**config.mk**
```make
export PLATFORM = sky130hd
export DESIGN_NAME = hazard_ctrl
export DESIGN_NICKNAME = d
export VERILOG_FILES = /design/src/rtl/hazard_ctrl.sv
export SDC_FILE = /design/constraint.sdc
export NUM_CORES = 1
export LEC_CHECK = 0
export BUFFER_PORTS_ARGS = -buffer_cell sky130_fd_sc_hd__buf_2
export CORE_AREA = 2 2 47 49
export CTS_CLUSTER_DIAMETER = 120
export DETAILED_ROUTE_END_ITERATION = 10
export DIE_AREA = 0 0 49 51
export GPL_TIMING_DRIVEN = 0
export HOLD_SLACK_MARGIN = 0.08
export PLACE_DENSITY = 0.71
export SLEW_MARGIN = 20
export SYNTH_ARGS = -nofsm -noshare
export SYNTH_HDL_FRONTEND = slang
export SYNTH_SLANG_ARGS = --single-unit
```
**constraint.sdc**
```tcl
create_clock -name clock -period 1.1 [get_ports clock]
set_clock_uncertainty 0.1 [all_clocks]
set_input_delay 0.11 -clock clock [delete_from_list [all_inputs] [get_ports clock]]
set_output_delay 0.11 -clock clock [all_outputs]
set_load 0.02 [all_outputs]
```
**src/rtl/hazard_ctrl.sv**
```systemverilog
// Hazard controller for the 5-stage pipeline: load-use stalls, taken-branch squash, EX forwarding.
// Optional HAZARD_STATS_EN adds saturating stall/flush event counters.
module hazard_ctrl #(
    parameter int unsigned REG_W    = 2,
    parameter int unsigned LOAD_LAT = 1
) (
    input  logic             clock,
    input  logic             reset_n,
    input  logic [REG_W-1:0] id_src,
    input  logic             id_src_valid,
    input  logic [REG_W-1:0] ex_rd,
    input  logic             ex_wr,
    input  logic             ex_rm,
    input  logic [REG_W-1:0] mem_rd,
    input  logic             mem_wr,
    input  logic             branch_taken,
    output logic             stall,
    output logic             bubble_idex,
    output logic             flush_ifid,
    output logic             flush_idex,
    output logic             flush_exmem,
    output logic [1:0]       fwd,
    output logic [15:0]      stall_cnt,
    output logic [15:0]      flush_cnt
);

    typedef enum logic [0:0] {StRun, StLoadWait} state_e;

    localparam logic [2:0] WaitInit = 3'(LOAD_LAT - 1);

    state_e     state_q, state_d;
    logic [2:0] cnt_q, cnt_d;
    logic [1:0] fwd_q, fwd_d;

    logic load_use;
    logic ex_match;
    logic mem_match;

    assign ex_match  = id_src_valid & ex_wr & (id_src == ex_rd);
    assign mem_match = id_src_valid & mem_wr & (id_src == mem_rd);
    assign load_use  = ex_match & ex_rm;

    always_comb begin
        state_d     = state_q;
        cnt_d       = cnt_q;
        fwd_d       = 2'b00;
        stall       = 1'b1;
        bubble_idex = 1'b0;
        flush_ifid  = 1'b0;
        flush_idex  = 1'b0;
        flush_exmem = 1'b0;
        // Controls stay quiescent while reset is asserted, whatever the inputs.
        if (reset_n) begin
            unique case (state_q)
                StRun: begin
                    if (branch_taken) begin
                        flush_ifid  = 1'b1;
                        flush_idex  = 1'b1;
                        flush_exmem = 1'b1;
                    end else if (load_use) begin
                        stall       = 1'b0;
                        bubble_idex = 1'b1;
                        if (LOAD_LAT > 1) begin
                            state_d = StLoadWait;
                            cnt_d   = WaitInit;
                        end
                    end else if (ex_match) begin
                        fwd_d = 2'b01;
                    end else if (mem_match) begin
                        fwd_d = 2'b10;
                    end
                end
                StLoadWait: begin
                    if (branch_taken) begin
                        flush_ifid  = 1'b1;
                        flush_idex  = 1'b1;
                        flush_exmem = 1'b1;
                        state_d     = StRun;
                        cnt_d       = 3'd0;
                    end else begin
                        stall       = 1'b0;
                        bubble_idex = 1'b1;
                        cnt_d       = cnt_q - 3'd1;
                        if (cnt_q == 3'd1) begin
                            state_d = StRun;
                        end
                    end
                end
                default: begin
                    state_d = StRun;
                    cnt_d   = 3'd0;
                end
            endcase
        end
    end

    always_ff @(posedge clock or negedge reset_n) begin
        if (!reset_n) begin
            state_q <= StRun;
            cnt_q   <= 3'd0;
            fwd_q   <= 2'b00;
        end else begin
            state_q <= state_d;
            cnt_q   <= cnt_d;
            fwd_q   <= fwd_d;
        end
    end

    assign fwd = fwd_q;

`ifdef HAZARD_STATS_EN
    logic [15:0] stall_cnt_q;
    logic [15:0] flush_cnt_q;

    always_ff @(posedge clock or negedge reset_n) begin
        if (!reset_n) begin
            stall_cnt_q <= 16'h0000;
            flush_cnt_q <= 16'h0000;
        end else begin
            if (!stall && (stall_cnt_q != 16'hFFFF)) begin
                stall_cnt_q <= stall_cnt_q + 16'd1;
            end
            if (flush_ifid && (flush_cnt_q != 16'hFFFF)) begin
                flush_cnt_q <= flush_cnt_q + 16'd1;
            end
        end
    end

    assign stall_cnt = stall_cnt_q;
    assign flush_cnt = flush_cnt_q;
`else
    assign stall_cnt = 16'h0000;
    assign flush_cnt = 16'h0000;
`endif

endmodule

```
==> out/summary.txt <==
number of top-level pins - 52
reg-to-reg startpoint - state_q
core area - 2060 um2
die outline width - 49 um
clock-pin slew reported for the worst setup and hold paths after clock tree synthesis - 0.04 ns
Crit. End Element - output port
Pwr per Cell Area - 654 nW/um2
total die area - 2500 um2
maximum level of the CTS H-tree - 1
destination of the worst register-to-register timing path - fwd[1]
dominant synthesized flop cell - sky130_fd_sc_hd__dfrtp_1
maximum buffer depth of the clock tree - 2
setup repair after global routing missed its margin - true
Syn Std Cell Area - 642 um2
overflow left after global routing - 0
final worst-path setup slack - -0.235 ns
Setup TNS Final - -0.824 ns
VDD IR-drop max - 313 uV
largest cells by area after synthesis - sky130_fd_sc_hd__buf_4, sky130_fd_sc_hd__dfrtp_1, sky130_fd_sc_hd__ha_1, sky130_fd_sc_hd__xor2_1, sky130_fd_sc_hd__xnor2_2
CTS tree - yes
arrival time reported for the critical path endpoint - 1.12 ns
largest net degree at the start of global routing - 8
status - finished with violations
share of the synthesized area in the top cell type - 0.398
detailed-route via count - 572
fraction of layout instances using a drive strength above 1 - 0.569
GRT Util Overall - 0.113
time the worst path needs with I/O delays and setup - 1.33 ns
Area after DPL - 898 um2
clock latency at the later pin of the worst-skew pair - 0.25 ns
Cell variety after synth - 27
critical path, cell by cell - nand2_2 -> nor2_4 -> a41o_1 -> buf_6
Max Fclk - 0.749 GHz
vias in the first global route - 509
number of flops mapped to enable cells by yosys - 0
number of input and output port buffers inserted - 19
root buffer selected by CTS - sky130_fd_sc_hd__clkbuf_4
hold violation count in the final report - 0
leakage - 0.651 nW
First DRT Iteration DRCs - 5
Setup Slack @ Placement - -0.146 ns
FF-to-FF path depth - 4
CTS Sinks - 6
total power of the final layout - 0.000734 W
summed area of non-filler cells in the final layout - 1120 um2
count of TritonRoute iterations in the first routing pass - 2
most frequently used cell type in the post-synthesis netlist - sky130_fd_sc_hd__buf_4
depth of the worst hold-timing path - 2
post-synthesis register bit count - 6
final setup violation count - 5
worst hold margin - 0.0801 ns
routed wire length per instance - 7.94 um
total wire length after detailed routing - 1.31 mm
Slowest cell on crit path - sky130_fd_sc_hd__dfrtp_1
final layout net count - 154
FP Rows - 17
reg-to-reg setup timing slack - -0.16 ns
data required time at the worst endpoint - 0.89 ns
startpoint type of the worst setup path - flip-flop
critical path type - flip-flop to output port
count of inserted antenna diode cells - 0
top post-synthesis cells by count - sky130_fd_sc_hd__buf_4, sky130_fd_sc_hd__dfrtp_1, sky130_fd_sc_hd__inv_1, sky130_fd_sc_hd__nand2_1
hpwl dp - 937 um
Async S/R FF share, synth - 1.00
DIE HEIGHT - 51 um
class of the worst hold path - primary input to flip-flop
final antenna-violating net count - 0
RePlAce Congestion - 0.722
number of cells produced by synthesis - 72
mean post-synth cell area - 8.91 um2
max_cap viols - 0
remaining design rule violation count - 0
global-route wire length before repair - 2.14 mm
min-delay src - id_src_valid
Warnings, synthesis - 0
violated checks - negative setup slack
via count normalized by instance count - 3.47
number of pins exceeding their max-slew limit in the final report - 0
layout overhead on the synthesized area - 74.9%
Seq/Total Area, Yosys - 0.234
starting utilization of the core area - 0.311
number of buffers created by CTS - 3
cell type with the largest total area after synthesis - sky130_fd_sc_hd__buf_4
antenna violations before repair - 0
hold path endpoint - fwd[1]
maximum fanout count along the critical path - 3
biggest cell delay along the critical path - 0.39 ns
post-route clock period utilization - 1.21
==> registers in the layout, indices dropped and copies added, names as in the netlist <==
register,count
cnt_q,3
fwd,2
state_q,1
==> stage by stage <==
| stage | util | instances |
|---|---|---|
| detailed placement | 0.435 | 150 |
| floorplan | - | 103 |
| CTS | 0.509 | 163 |
| finish | 0.544 | 165 |
| global route | 0.544 | 165 |
| global placement | 0.435 | 150 |
==> kinds of logic (layout without fill, tap and decap cells) <==
kind of cell / after synthesis / after routing / synth area share
other cells: 1 / 32 / 0.00584
xor+xnor: 4 / 4 / 0.0663
mux: 1 / 1 / 0.0175
simple gates: 15 / 15 / 0.158
flops: 6 / 6 / 0.234
compound gates: 6 / 6 / 0.0643
fa+ha+maj: 2 / 2 / 0.0390
buf+inv: 37 / 71 / 0.415
==> layout make-up <==
class,count,area (um2)
well taps,28,35.0
flip-flops and latches,6,150
plain buffers,34,255
clock buffers,3,22.5
inverters,3,11.3
fillers,185,941
repair buffers,31,226
multi-input cells,60,422
==> worst max path at each step <==
| stage | startpoint | to | slack (ns) | cells past startpoint |
|---|---|---|---|---|
| after global placement | state_q | bubble_idex | -0.11 | 4 |
| after detailed placement | reset_n | bubble_idex | -0.15 | 5 |
| final | state_q | bubble_idex | -0.23 | 4 |
| after floorplan | cnt_q[0] | cnt_q[2] | 0.01 | 5 |
| after global routing | state_q | bubble_idex | -0.28 | 4 |
| after CTS | state_q | bubble_idex | -0.22 | 4 |
==> where the power goes <==
part / switching [W] / internal [W] / total (W)
registers: 0.000000163 / 0.000222 / 0.000222
logic: 0.000169 / 0.000139 / 0.000308
clock network: 0.0000800 / 0.000123 / 0.000203
total: 0.000249 / 0.000485 / 0.000734
==> worst max-delay path: cells and delay by family, from the launching register on <==
kind                   cells  cell delay [ns]
DFF                        1             0.39
AOI/OAI and AO/OA          1             0.21
and+or+nand+nor            2             0.15
buffers and inverters      1             0.13
==> cells in the final DEF (no fill, tap or decap), types with 2 or more instances in the layout <==
cell,n
sky130_fd_sc_hd__buf_2,16
sky130_fd_sc_hd__buf_4,38
sky130_fd_sc_hd__buf_6,3
sky130_fd_sc_hd__clkbuf_4,4
sky130_fd_sc_hd__conb_1,32
sky130_fd_sc_hd__dfrtp_1,6
sky130_fd_sc_hd__dlygate4sd3_1,5
sky130_fd_sc_hd__dlymetal6s4s_1,2
sky130_fd_sc_hd__ha_4,2
sky130_fd_sc_hd__inv_2,2
sky130_fd_sc_hd__nand2_1,2
sky130_fd_sc_hd__xor2_1,2
==> timing repair <==
| action | 4_1_cts | 5_1_grt |
|---|---|---|
| pin swaps | 3 | 4 |
| setup buffers | 3 | 3 |
| endpoints found under the setup margin | 7 | 8 |
| hold buffers | 7 | 0 |
| hold endpoints to repair | 10 | 0 |
| gates resized for setup | 11 | 11 |
==> metal layers <==
metal | part of all wire | vias up | track usage
met1 | 0.39 | 235 | 0.117
met5 | 0 | - | 0
li1 | - | 302 | -
met4 | 0.016 | 0 | 0.0571
met3 | 0.099 | 5 | 0.0497
met2 | 0.50 | 30 | 0.196
(Power assumes the default switching activity.)
